<file path="src/rtl/mem_bank_arbiter.sv">
`default_nettype none
// mem_bank_arbiter: round-robin ownership arbiter for the shared memory bank register.
// Drives the bank register's ce/new_bank with a one-cycle switch before granting.
module mem_bank_arbiter #(
  parameter int WIDTH = 2,
  parameter int NREQ  = 2,
  localparam int OW   = (NREQ > 1) ? $clog2(NREQ) : 1
) (
  input  logic                    clk,
  input  logic                    rst,
  input  logic [NREQ-1:0]         req,
  input  logic [NREQ*WIDTH-1:0]   req_bank,
  input  logic [NREQ-1:0]         rel,
  output logic [NREQ-1:0]         gnt,
  output logic [OW-1:0]           owner,
  output logic                    busy,
  output logic                    bank_ce,
  output logic [WIDTH-1:0]        bank_new
);

  typedef enum logic [1:0] {
    IDLE   = 2'd0,
    SWITCH = 2'd1,
    GRANT  = 2'd2
  } state_t;

  state_t            state, state_n;
  logic [OW-1:0]     owner_n, rr, rr_n, win;
  logic [WIDTH-1:0]  tgt, tgt_n, cur_bank, cur_bank_n, bank_new_n;
  logic [NREQ-1:0]   gnt_n;
  logic              bank_ce_n, busy_n, found;

  function automatic logic [OW-1:0] next_idx(input logic [OW-1:0] i);
    return (int'(i) == NREQ - 1) ? '0 : i + 1'b1;
  endfunction

  // Scan rr, rr+1, ... with explicit wrap so the index never reaches NREQ.
  always_comb begin
    int idx;
    found = 1'b0;
    win   = '0;
    idx   = 0;
    for (int k = 0; k < NREQ; k++) begin
      idx = int'(rr) + k;
      if (idx >= NREQ) idx = idx - NREQ;
      if (!found && req[idx]) begin
        found = 1'b1;
        win   = OW'(idx);
      end
    end
  end

  always_comb begin
    state_n    = state;
    owner_n    = owner;
    tgt_n      = tgt;
    cur_bank_n = cur_bank;
    rr_n       = rr;
    bank_new_n = bank_new;
    case (state)
      IDLE: begin
        if (found) begin
          owner_n = win;
          tgt_n   = req_bank[int'(win)*WIDTH +: WIDTH];
          if (tgt_n != cur_bank) begin
            state_n    = SWITCH;
            bank_new_n = tgt_n;
          end else begin
            state_n = GRANT;
            rr_n    = next_idx(win);
          end
        end
      end
      SWITCH: begin
        state_n    = GRANT;
        cur_bank_n = tgt;
        rr_n       = next_idx(owner);
      end
      GRANT: begin
        if (rel[owner]) state_n = IDLE;
      end
      default: state_n = IDLE;
    endcase

    // Outputs are decoded from the next state so they leave the flops aligned with it.
    bank_ce_n = (state_n == SWITCH);
    busy_n    = (state_n != IDLE);
    gnt_n     = '0;
    if (state_n == GRANT) gnt_n[owner_n] = 1'b1;
  end

  always_ff @(posedge clk or posedge rst) begin
    if (rst) begin
      state    <= IDLE;
      owner    <= '0;
      tgt      <= '0;
      cur_bank <= '0;
      rr       <= '0;
      gnt      <= '0;
      busy     <= 1'b0;
      bank_ce  <= 1'b0;
      bank_new <= '0;
    end else begin
      state    <= state_n;
      owner    <= owner_n;
      tgt      <= tgt_n;
      cur_bank <= cur_bank_n;
      rr       <= rr_n;
      gnt      <= gnt_n;
      busy     <= busy_n;
      bank_ce  <= bank_ce_n;
      bank_new <= bank_new_n;
    end
  end

endmodule
`default_nettype wire

</file>
<file path="config.mk">
export PLATFORM = sky130hd
export DESIGN_NAME = mem_bank_arbiter
export DESIGN_NICKNAME = d
export VERILOG_FILES = /design/src/rtl/mem_bank_arbiter.sv
export SDC_FILE = /design/constraint.sdc
export NUM_CORES = 1
export LEC_CHECK = 0
export ABC_AREA = 1
export CAP_MARGIN = 15
export CELL_PAD_IN_SITES_DETAIL_PLACEMENT = 0
export CELL_PAD_IN_SITES_GLOBAL_PLACEMENT = 2
export CORE_MARGIN = 2
export CORE_UTILIZATION = 27
export DETAILED_ROUTE_END_ITERATION = 10
export MAX_ROUTING_LAYER = met4
export PLACE_DENSITY_LB_ADDON = 0.1
export SETUP_SLACK_MARGIN = 0.05
export SLEW_MARGIN = 30
export SYNTH_ARGS = -nofsm -noshare
export SYNTH_HDL_FRONTEND = slang
export SYNTH_SLANG_ARGS = --single-unit
</file>
<file path="constraint.sdc">
create_clock -name clk -period 2 [get_ports clk]
set_clock_uncertainty 0.2 [all_clocks]
set_input_delay 0.4 -clock clk [delete_from_list [all_inputs] [get_ports clk]]
set_output_delay 0.4 -clock clk [all_outputs]
set_load 0.02 [all_outputs]
</file>
==> PnR_summary.wiki <==
{| class="wikitable"
! Metric !! Value
|-
| Final critical-path share of the clock period || 94.6%
|-
| Largest driver fanout on the critical path || 4
|-
| Number of global-route vias before repair || approximately 530
|-
| Dpl hpwl || around 1100 um
|-
| PostCTS Resize Cnt || 0
|-
| Number of iterations in the first detailed-routing pass || 4
|-
| DRT Wirelength || 1330 um
|-
| Signal arrival time at the worst endpoint || 1290 ps
|-
| Initial antenna violation count || 0
|-
| Die footprint || between 2000 and 3000 um^2
|-
| Min Tclk post-route || 1890 ps
|-
| Sequential cell area fraction in the yosys report || 51.9%
|-
| Routed via count || ~550
|-
| Drt initial violations || 10
|-
| Buffer depth of the longest clock path || 2
|-
| Leading post-synthesis cells by instance count || sky130_fd_sc_hd__nand2_1, sky130_fd_sc_hd__dfrtp_1, sky130_fd_sc_hd__inv_1, sky130_fd_sc_hd__nand2_2, sky130_fd_sc_hd__nand3_1
|-
| Initial core utilization || between 20% and 30%
|-
| Leading cell types by total area after synthesis || sky130_fd_sc_hd__dfrtp_1, sky130_fd_sc_hd__nand2_2, sky130_fd_sc_hd__nand2_1
|-
| Antenna diode count || 0
|-
| Area growth from synthesis to final layout || 39.3%
|-
| IO Port Bufs || 16
|-
| Number of buffers added by the clock tree synthesis step || 3
|-
| Kind of end point of the critical path || primary output
|-
| Relative contribution of sequential cells to total power || 36.2%
|-
| Cell Pwr Density || around 1400 nW/um^2
|-
| Final standard cell area without fillers || between 900 and 1000 um^2
|-
| Post-DP Area || around 920 um^2
|-
| Post-layout instance count excluding filler cells || between 100 and 150
|-
| Die outline height || approximately 54 um
|-
| Maximum clock frequency || around 0.53 GHz
|-
| Total count of max-transition violations in the final report || 0
|-
| Highest ir drop seen on vdd || roughly 0.64 mV
|-
| Ports || 17
|-
| Largest net degree at the start of global routing || 15
|-
| Async SR Flop Fraction || between 90% and 100%
|-
| Post-Synthesis Cells || 78
|-
| Number of nets with antenna violations after detailed routing || 0
|-
| Cell Rows || 18
|-
| CORE AREA || about 2400 um^2
|-
| Crit start category || flip-flop
|-
| Internal || 787 uW
|-
| Die span in x || between 50 and 60 um
|-
| TritonCTS sink count || 14
|-
| Share of final-layout standard cells stronger than drive strength 1 || 27.2%
|-
| Number of endpoints failing setup at the final stage || 0
|-
| Tightest Pin Transition || between 500 and 600 ps
|-
| Tightest Hold Check Type || in2async
|-
| Leakage dissipation || ~0.47 nW
|-
| Number of design rule violations left after detail routing || 0
|-
| Post-synthesis instance area || 674 um^2
|-
| Buffer cell driving the clock tree root || sky130_fd_sc_hd__clkbuf_4
|-
| Combined global-route utilization of all metal layers || between 10% and 20%
|-
| Clock-pin slew reported for the worst setup and hold paths after clock tree synthesis || 80 ps
|-
| Largest area contributor in the netlist || sky130_fd_sc_hd__dfrtp_1
|-
| Mean area per synthesized cell || 8.65 um^2
|-
| Routed wirelength normalized by instance count || about 10 um
|-
| Slowest cell on crit path || sky130_fd_sc_hd__clkdlybuf4s50_1
|-
| Fin Setup TNS || 0 ps
|-
| Number of warnings issued by yosys || 0
|-
| Number of buffers inserted for hold repair after clock tree synthesis || 0
|-
| Post-CTS Setup Inserts || 0
|-
| Largest incremental delay on the critical path || ~620 ps
|-
| Wire length of the first global-routing pass || ~2300 um
|-
| Remaining Overflow, GRT || 0
|-
| Switching Share || between 40% and 50%
|-
| DP Cell Count || 130
|-
| Number of filler instances in the final layout || 250
|-
| Number of synthesized flops with an enable pin || 0
|-
| Max_cap viols || 0
|-
| Worst endpoint required time || approximately 1400 ps
|-
| Avg Vias per Cell || a little over 4
|-
| Status || complete, no violations
|-
| Most used standard cell by instance count after synthesis || sky130_fd_sc_hd__nand2_1
|-
| Worst Path Buf+Inv || 1
|-
| Synth top area share || 51.9%
|-
| Dominant register cell in the synthesized netlist || sky130_fd_sc_hd__dfrtp_1
|-
| RSZ-0062 raised after global routing || false
|-
| Combinational cell fraction of total power || 52.0%
|-
| Worst-path cell chain || clkdlybuf4s50_1
|-
| Post-Syn Nets || 88
|-
| Number of nets at the end of the flow || 115
|-
| Relative slew slack || between 60% and 70%
|-
| Worst setup path category || reg2out
|-
| Weighted congestion reported at the end of routability-driven placement || 0.704
|-
| Net load switching power || between 500 and 600 uW
|-
| Total power || between 1 and 1.5 mW
|-
| H-tree depth reported by CTS || 1
|-
| Clock tree from TritonCTS || yes
|-
| Number of distinct standard cells referenced by the synthesized netlist || 16
|-
| Portion of total power attributed to the clock network || a little under an eighth
|-
| Utilization of the core after routing || between 30% and 40%
|-
| Final-report hold violation count || 0
|-
| Latest clock arrival within the worst-skew pair || approximately 270 ps
|-
| Largest delay share family, worst path || buffers and inverters
|-
| Synthesis-stage register bit count || 14
|}
-- power groups by stage --
stage | Clock, mW | Combinational (mW) | Sequential (mW)
after global placement | 0 | 0.704 | 0.486
after floorplan | 0 | 0.361 | 0.554
after CTS | 0.164 | 0.703 | 0.481
final | 0.156 | 0.689 | 0.480
after detailed placement | 0 | 0.700 | 0.487
after global routing | 0.182 | 0.783 | 0.497
-- registers in the layout, summed over array words and instances, names as in the netlist --
signal,count
state,2
bank_ce,1
owner,1
tgt,2
bank_new,2
cur_bank,2
busy,1
gnt,2
rr,1
-- final timing paths --
check / slack [ps] / from / cells past startpoint / end
max: 110 / owner$_DFF_PP0_ / 1 / owner
min: 260 / rst / 2 / gnt[1]$_DFF_PP0_
max reg2reg: 480 / rr$_DFFE_PP0P_ / 11 / gnt[0]$_DFF_PP0_
min reg2reg: 290 / bank_new[0]$_DFFE_PP0P_ / 2 / bank_new[0]$_DFFE_PP0P_
max in group asynchronous: 990 / rst / 2 / busy$_DFF_PP0_
min in group clk: 290 / bank_new[0]$_DFFE_PP0P_ / 2 / bank_new[0]$_DFFE_PP0P_
-- layout by cell type, fill, tap and decap left out, types with 3 or more instances in the layout --
cell / n
sky130_fd_sc_hd__buf_4: 6
sky130_fd_sc_hd__nor2_1: 3
sky130_fd_sc_hd__nand3_1: 8
sky130_fd_sc_hd__clkbuf_4: 3
sky130_fd_sc_hd__nand2_2: 11
sky130_fd_sc_hd__inv_1: 11
sky130_fd_sc_hd__nand2_1: 16
sky130_fd_sc_hd__dfrtp_1: 14
sky130_fd_sc_hd__o21ai_0: 3
sky130_fd_sc_hd__clkdlybuf4s50_1: 16
-- cells by family (layout without fill, tap and decap cells) --
| family | after synthesis | count (layout) | share of synthesized area, % |
|---|---|---|---|
| DFF | 14 | 14 | 51.9 |
| buffers and inverters | 13 | 38 | 7.42 |
| and+or+nand+nor | 42 | 42 | 32.3 |
| AOI/OAI and AO/OA | 9 | 9 | 8.35 |
-- routing by layer --
layer	part of all wire, %	vias up	track usage (%)
li1	-	298	-
met1	48	239	14.2
met2	46	9	18.3
met3	4.8	2	5.83
met4	0.75	0	3.75
met5	0	-	-
-- area by class of cell --
type | count | area [um^2] | share of cell area, %
clock buffers | 3 | 22.5 | 2.40
well taps | 30 | 37.5 | 3.99
inverters | 13 | 50.0 | 5.33
repair buffers | 22 | 205 | 21.8
flip-flops and latches | 14 | 350 | 37.3
multi-input cells | 51 | 274 | 29.2
-- metrics by stage --
| stage | hold WS, ps | setup slack, ps |
|---|---|---|
| CTS | 273 | 98.9 |
| global placement | 267 | -45.4 |
| detailed placement | 273 | -33.9 |
| floorplan | 89.2 | 600 |
| global route | 298 | 58.0 |
| finish | 256 | 109 |
Note: power is estimated with default switching activity, not from simulation.
